<file path="src/rtl/alert_scheduler.sv">
// rtl/alert_scheduler.sv - shared-buzzer alert arbiter for timer, alarm and chime
//
// Purpose: one pending bit per alert source, a two-state IDLE/RING FSM
// serving the highest-priority pending source (timer > alarm > chime),
// per-source ring timeouts, a 300 s alarm snooze countdown and a sticky
// missed-alarm flag.
//
// Ports:
//   clk            system clock, all state on posedge
//   reset          synchronous, active-high
//   tick_1hz       one-cycle pulse per second
//   timer_req      one-cycle pulse, countdown reached zero
//   alarm_req      one-cycle pulse, time matched alarm setting
//   chime_req      one-cycle pulse, top of the hour
//   ack_btn        one-cycle pulse, silence the active alert
//   snooze_btn     one-cycle pulse, snooze the active alarm
//   buzzer         high while ringing
//   active_src     0=none 1=timer 2=alarm 3=chime
//   snooze_active  high while snooze countdown is non-zero
//   snooze_left    snooze seconds remaining, 0..300
//   missed_alarm   sticky: an alarm timed out unacknowledged
module alert_scheduler (
  input  logic       clk,
  input  logic       reset,
  input  logic       tick_1hz,
  input  logic       timer_req,
  input  logic       alarm_req,
  input  logic       chime_req,
  input  logic       ack_btn,
  input  logic       snooze_btn,
  output logic       buzzer,
  output logic [1:0] active_src,
  output logic       snooze_active,
  output logic [8:0] snooze_left,
  output logic       missed_alarm
);

  typedef enum logic [0:0] {IDLE = 1'b0, RING = 1'b1} state_t;

  localparam logic [1:0] SRC_NONE  = 2'd0;
  localparam logic [1:0] SRC_TIMER = 2'd1;
  localparam logic [1:0] SRC_ALARM = 2'd2;
  localparam logic [1:0] SRC_CHIME = 2'd3;
  localparam logic [8:0] SNOOZE_SECS = 9'd300;

  // pending bits: [0]=timer, [1]=alarm, [2]=chime
  state_t     r_state, w_state_next;
  logic [2:0] r_pend, w_pend_next;
  logic [1:0] r_src, w_src_next;
  logic [5:0] r_cnt, w_cnt_next;
  logic [8:0] r_snooze, w_snooze_next;
  logic       r_missed, w_missed_next;

  logic       w_ring, w_ack, w_snooze, w_timeout, w_done, w_rearm;
  logic [5:0] w_last;
  logic [2:0] w_clr, w_req;

  always_ff @(posedge clk) begin
    if (reset) begin
      r_state  <= IDLE;
      r_pend   <= 3'b000;
      r_src    <= SRC_NONE;
      r_cnt    <= 6'd0;
      r_snooze <= 9'd0;
      r_missed <= 1'b0;
    end else begin
      r_state  <= w_state_next;
      r_pend   <= w_pend_next;
      r_src    <= w_src_next;
      r_cnt    <= w_cnt_next;
      r_snooze <= w_snooze_next;
      r_missed <= w_missed_next;
    end
  end

  always_comb begin
    w_ring = (r_state == RING);
    // counter value at which the next tick ends the ring
    w_last = (r_src == SRC_CHIME) ? 6'd1 : 6'd59;

    // ack beats snooze; either beats a coinciding timeout tick
    w_ack     = w_ring & ack_btn;
    w_snooze  = w_ring & snooze_btn & ~ack_btn & (r_src == SRC_ALARM);
    w_timeout = w_ring & tick_1hz & (r_cnt == w_last) & ~ack_btn & ~w_snooze;
    w_done    = w_ack | w_snooze | w_timeout;

    w_clr = 3'b000;
    if (w_done) begin
      case (r_src)
        SRC_TIMER: w_clr = 3'b001;
        SRC_ALARM: w_clr = 3'b010;
        SRC_CHIME: w_clr = 3'b100;
        default:   w_clr = 3'b000;
      endcase
    end

    // snooze countdown; later assignments take precedence
    w_snooze_next = r_snooze;
    w_rearm       = 1'b0;
    if (tick_1hz && r_snooze != 9'd0) begin
      w_snooze_next = r_snooze - 9'd1;
      w_rearm       = (r_snooze == 9'd1);
    end
    if (alarm_req && r_snooze != 9'd0) begin
      w_snooze_next = 9'd0;
      w_rearm       = 1'b0;
    end
    if (w_ack && r_src == SRC_ALARM) w_snooze_next = 9'd0;
    if (w_snooze)                    w_snooze_next = SNOOZE_SECS;

    // a request only lands on a bit that was clear at this edge
    w_req       = {chime_req, alarm_req, timer_req};
    w_pend_next = (r_pend & ~w_clr) | (w_req & ~r_pend) | {1'b0, w_rearm, 1'b0};

    w_state_next = IDLE;
    w_src_next   = SRC_NONE;
    if (w_pend_next[0]) begin
      w_state_next = RING;
      w_src_next   = SRC_TIMER;
    end else if (w_pend_next[1]) begin
      w_state_next = RING;
      w_src_next   = SRC_ALARM;
    end else if (w_pend_next[2]) begin
      w_state_next = RING;
      w_src_next   = SRC_CHIME;
    end

    // restart on entry, on any served-source change, or after a termination
    w_cnt_next = 6'd0;
    if (w_state_next == RING && w_ring && !w_done && w_src_next == r_src) begin
      w_cnt_next = tick_1hz ? r_cnt + 6'd1 : r_cnt;
    end

    w_missed_next = r_missed;
    if (w_timeout && r_src == SRC_ALARM) w_missed_next = 1'b1;
    else if (!w_ring && ack_btn)         w_missed_next = 1'b0;
  end

  assign buzzer        = (r_state == RING);
  assign active_src    = r_src;
  assign snooze_active = (r_snooze != 9'd0);
  assign snooze_left   = r_snooze;
  assign missed_alarm  = r_missed;

endmodule

</file>
<file path="config.mk">
export PLATFORM = sky130hd
export DESIGN_NAME = alert_scheduler
export DESIGN_NICKNAME = d
export VERILOG_FILES = /design/src/rtl/alert_scheduler.sv
export SDC_FILE = /design/constraint.sdc
export NUM_CORES = 1
export LEC_CHECK = 0
export CAP_MARGIN = 20
export CORE_MARGIN = 1
export CORE_UTILIZATION = 46
export CTS_CLUSTER_SIZE = 14
export DETAILED_ROUTE_END_ITERATION = 12
export PLACE_DENSITY = 0.74
export SLEW_MARGIN = 20
export SYNTH_ARGS = -nofsm -noshare
export SYNTH_HDL_FRONTEND = slang
export SYNTH_SLANG_ARGS = --single-unit
</file>
<file path="constraint.sdc">
create_clock -name clk -period 2.2 [get_ports clk]
set_clock_uncertainty 0.1 [all_clocks]
set_input_delay 0.22 -clock clk [delete_from_list [all_inputs] [get_ports clk]]
set_output_delay 0.22 -clock clk [all_outputs]
set_load 0.03 [all_outputs]
</file>
==> flow_results.org <==
** STA
- The final hold violation count is 0.
- The routed design could run at a clock period as short as 2.31 ns.
- Slew at the pin closest to its max-slew limit :: 0.572 ns
- Share of the clock period used by the worst path :: 105%
- RSZ-0062 raised after global routing :: yes
- Hold slack final :: 0.391 ns
- Setup violations remaining at the end of the flow were counted as 7.
- The worst pin sits at a relative slew slack of 61.5%.
- The final-report max-slew violation count is 0.
- For this run, the top clock speed supported by timing is 432 MHz.
- Setup WS post-layout :: -0.113 ns

** Global routing
- Global routing used a little over a third of the available met1 tracks.
- In the global route stage, met2 resource usage came out at 36.3%.
- First-pass GRT wire length :: around 5.0 mm
- The initial antenna violation count came to 0.
- All-Layer GR Usage :: 24.2%
- The layer flagged by global routing as most heavily used is met2.
- Maximum number of pins on one net before global-route repair :: 13
- Global-route track usage on met3 :: 2.82%
- The total overflow left after global routing is 0.
- Vias in the first global route :: between 1000 and 1500

** Final layout
- Fill cells in the final layout number 192.
- Final Non-Filler Cells :: 226
- Summing all non-filler instances in the final layout gives an area of 1800 sq um.
- Antenna diode count :: 0
- The area growth from synthesis to layout is 46.6%.
- Layout cells sized above 1 :: between 30% and 40%
- Number of nets in the layout :: roughly 210

** Routing
- In this run, the number of DRC markers left after iteration 0 of detailed routing was 27.
- Residual DRC count :: 0
- Once detail routing completed, the nets flagged for antenna violations numbered 0.
- The pre-antenna-repair detailed-routing pass consisted of 4 iterations.
- The detailed router placed about 1300 vias in this run.
- Post-Route WL :: 3.34 mm
- In the routed layout, each cell is associated on average with a via count of slightly below 6.
- Routed length per placed instance :: 14.8 um

** Setup path
- Combined buffer and inverter count along the critical path :: 2
- Cell seen most often among critical-path stages :: sky130_fd_sc_hd__buf_6
- On the critical path, the stage with the largest delay is an instance of sky130_fd_sc_hd__or4_4.
- Traced cell by cell, the critical path runs through or4_4 -> or2_4 -> o41a_1 -> buf_6 -> a21boi_4 -> a211oi_4 -> buf_6 -> nor3_2.
- Delay of the slowest critical-path stage :: 0.54 ns
- Worst Setup Start Kind :: register
- STA puts the critical path data required time at ~2.3 ns.
- Crit path capture type :: register
- Top Family by Delay on Critical Path :: simple AND/OR/NAND/NOR gates
- Peak fanout along the critical path :: 6
- Data arrival time at the worst-slack endpoint :: 2.45 ns
- The setup path with the least slack is of type register to register.

** Power and ir drop
- Static Leakage :: 0.000718 uW
- Power spread over the standard cell area amounts to 1320 nW/um^2.
- Power after layout :: between 2000 and 2500 uW
- Across the VDD grid, the largest voltage drop is 1.48 mV.

** Floorplan
- Initial Utilization :: 49.1%
- Pin placement for this block handled 22 I/O pins.
- From bottom edge to top edge, the die measures approximately 54 um.
- Die Span X :: 53.7 um
- The floorplan has 18 rows.
- Core area :: 2500 sq um
- Area of the die :: roughly 2900 sq um

** Clock network
- Clock transition time at the flip-flop clock pins of the worst setup and hold paths :: between 0.1 and 0.15 ns
- No sink is reached through more buffers than the 2 on the longest clock path.
- In this run the number of H-tree levels came out at 1.
- Clock tree synthesis selected as its root buffer the cell sky130_fd_sc_hd__clkbuf_4.
- Hold_buf cts :: 0
- The clock reaches the later pin of the worst-skew pair after 0.32 ns.
- Clock tree synthesis found a total of 22 sinks.
- Clock tree from TritonCTS :: done
- In this run, CTS created clock tree buffers numbering 3.

** Synth
- The number of nets in the synthesized netlist is 158.
- After synthesis, the largest area contributor takes up 35.9% of total cell area.
- Number of distinct library cell variants in the gate-level netlist after synthesis :: 43
- Averaged over all synthesized cells, the footprint is 8.41 sq um.
- Of all cell types, the one taking the most synthesized area is sky130_fd_sc_hd__dfxtp_1.
- Most area-consuming cells after synthesis :: sky130_fd_sc_hd__dfxtp_1 36%, sky130_fd_sc_hd__nor2_1 4.3%, sky130_fd_sc_hd__a21oi_1 4.1%
- Number of synthesized register bits :: 22
- Warnings, synthesis :: 0
- Share of the yosys chip area belonging to registers :: 35.9%
- Synthesized netlist cell count :: 146
- Syn Std Cell Area :: 1230 sq um

** Placed design
- Counting tap cells, the placed design contains a total of 220 instances.
- Final weighted congestion in routability-driven placement :: 0.805
- Number of port buffers :: 21
- The wire-length estimate of the detail-placed layout is 2.38 mm.
- Post-detailed-placement cell area :: roughly 1700 sq um

** Outcome
- Run status :: complete, but fails checks
- The final reports fail on negative setup slack.

** Worst hold path
- In this run the worst hold path is classified as register to register.

** Run
- The tool flagged a number of max-cap violations equal to 0.
what timing repair did:
action,CTS,global route
resized for setup,10,14
setup endpoints to repair,7,16
pin swaps,12,3
setup buffers,1,2
layout make-up:
type	instances	area [sq um]	area share (%)
multi-input combinational	116	838	46.6
sequential	22	449	25.0
timing repair buffer	49	429	23.9
tap	30	37.5	2.09
clock buffer	4	26.3	1.46
inverter	5	18.8	1.04
placed cells by master, fill, tap and decap left out, drive strengths merged, types with 2 or more instances in the layout:
master         Yosys  routed
a21oi             10      10
inv                5       5
or3b               2       2
nand4              5       5
o21ai              8       8
and2               2       2
a21o               2       2
clkdlybuf4s50      0      20
clkbuf             3       4
or3                5       5
buf                0      29
nand2              8       8
xor2               3       3
mux2i              2       2
ha                 4       4
nor4               5       5
xnor2              5       5
and3b              2       2
nor3              10      10
o211ai             3       3
nor2              14      14
dfxtp             22      22
or2                4       4
nand3              2       2
o31ai              3       3
cell usage after synthesis:
cell type and number:
sky130_fd_sc_hd__dfxtp_1 22, sky130_fd_sc_hd__nor2_1 14, sky130_fd_sc_hd__a21oi_1 10, sky130_fd_sc_hd__nor3_1 10
sky130_fd_sc_hd__nand2_1 8, sky130_fd_sc_hd__o21ai_0 8, sky130_fd_sc_hd__inv_1 5, sky130_fd_sc_hd__nand4_1 5
sky130_fd_sc_hd__nor4_1 5, sky130_fd_sc_hd__xnor2_1 5, sky130_fd_sc_hd__ha_1 4, sky130_fd_sc_hd__clkbuf_1 3
sky130_fd_sc_hd__o211ai_1 3, sky130_fd_sc_hd__o31ai_1 3, sky130_fd_sc_hd__or2_2 3, sky130_fd_sc_hd__or3_2 3
sky130_fd_sc_hd__xor2_1 3, sky130_fd_sc_hd__a21o_1 2, sky130_fd_sc_hd__and3b_1 2, sky130_fd_sc_hd__mux2i_1 2
sky130_fd_sc_hd__nand3_1 2, sky130_fd_sc_hd__or3_1 2, sky130_fd_sc_hd__or3b_2 2, sky130_fd_sc_hd__a211o_1 1
sky130_fd_sc_hd__a211oi_2 1, sky130_fd_sc_hd__a21boi_0 1, sky130_fd_sc_hd__a311o_2 1, sky130_fd_sc_hd__a31oi_1 1
sky130_fd_sc_hd__and2_1 1, sky130_fd_sc_hd__and2_4 1, sky130_fd_sc_hd__and2b_1 1, sky130_fd_sc_hd__and4_1 1
sky130_fd_sc_hd__and4b_1 1, sky130_fd_sc_hd__nand2b_1 1, sky130_fd_sc_hd__nand3b_1 1, sky130_fd_sc_hd__nor2b_1 1
sky130_fd_sc_hd__o2111ai_1 1, sky130_fd_sc_hd__o211a_1 1, sky130_fd_sc_hd__o221ai_1 1, sky130_fd_sc_hd__o41a_1 1
sky130_fd_sc_hd__o41ai_1 1, sky130_fd_sc_hd__or2_1 1, sky130_fd_sc_hd__or4_4 1
routing by layer:
layer	wire, um	up-vias
met5	0	-
li1	-	642
met1	1590	625
met4	41	0
met2	1520	39
met3	183	5
cell families after synthesis:
family,share of synthesized area [%]
xor gates and xnor gates,5.71
and+or+nand+nor,30.4
AOI/OAI and AO/OA,19.9
muxes,1.63
adders and majority gates,4.08
buffers and inverters,2.45
DFF,35.9
sequential cells by signal, indices dropped and copies added, names as in the netlist:
name and flops:
missed_alarm 1, snooze_left 9, r_cnt 6, r_pend 3, buzzer 1, active_src 2
where the power goes:
part / switching [uW] / leakage, uW / total (uW) / internal (uW)
Clock: 125 / 0.0000150 / 196 / 70.9
Sequential: 49.2 / 0.000183 / 536 / 486
Combinational: 853 / 0.000521 / 1640 / 783
Total: 1030 / 0.000718 / 2370 / 1340
worst reg2reg max path: cells and delay by family (launching register included):
kind            cells  cell delay (ns)
simple gates        3             0.96
flops               1             0.34
buf+inv             2             0.29
compound gates      3             0.54
path summary, 6_finish.rpt:
kind | slack (ns) | startpoint | end | depth (start not counted)
max | -0.11 | snooze_left[5] | r_cnt[4] | 8
min | 0.39 | missed_alarm | missed_alarm | 2
max reg2reg | -0.11 | snooze_left[5] | r_cnt[4] | 8
min reg2reg | 0.39 | missed_alarm | missed_alarm | 2
stage by stage:
| stage | setup TNS [ns] | utilization [%] | worst slack [ns] |
|---|---|---|---|
| after CTS | -0.478 | 69.3 | -0.0919 |
| after detailed placement | -0.893 | 67.2 | -0.147 |
| after global routing | -1.32 | 72.0 | -0.171 |
| final | -0.461 | 72.0 | -0.113 |
| after global placement | -0.677 | 67.2 | -0.106 |
| after floorplan | -0.709 | - | -0.118 |
No activity file was read; power rests on OpenSTA's default activity.
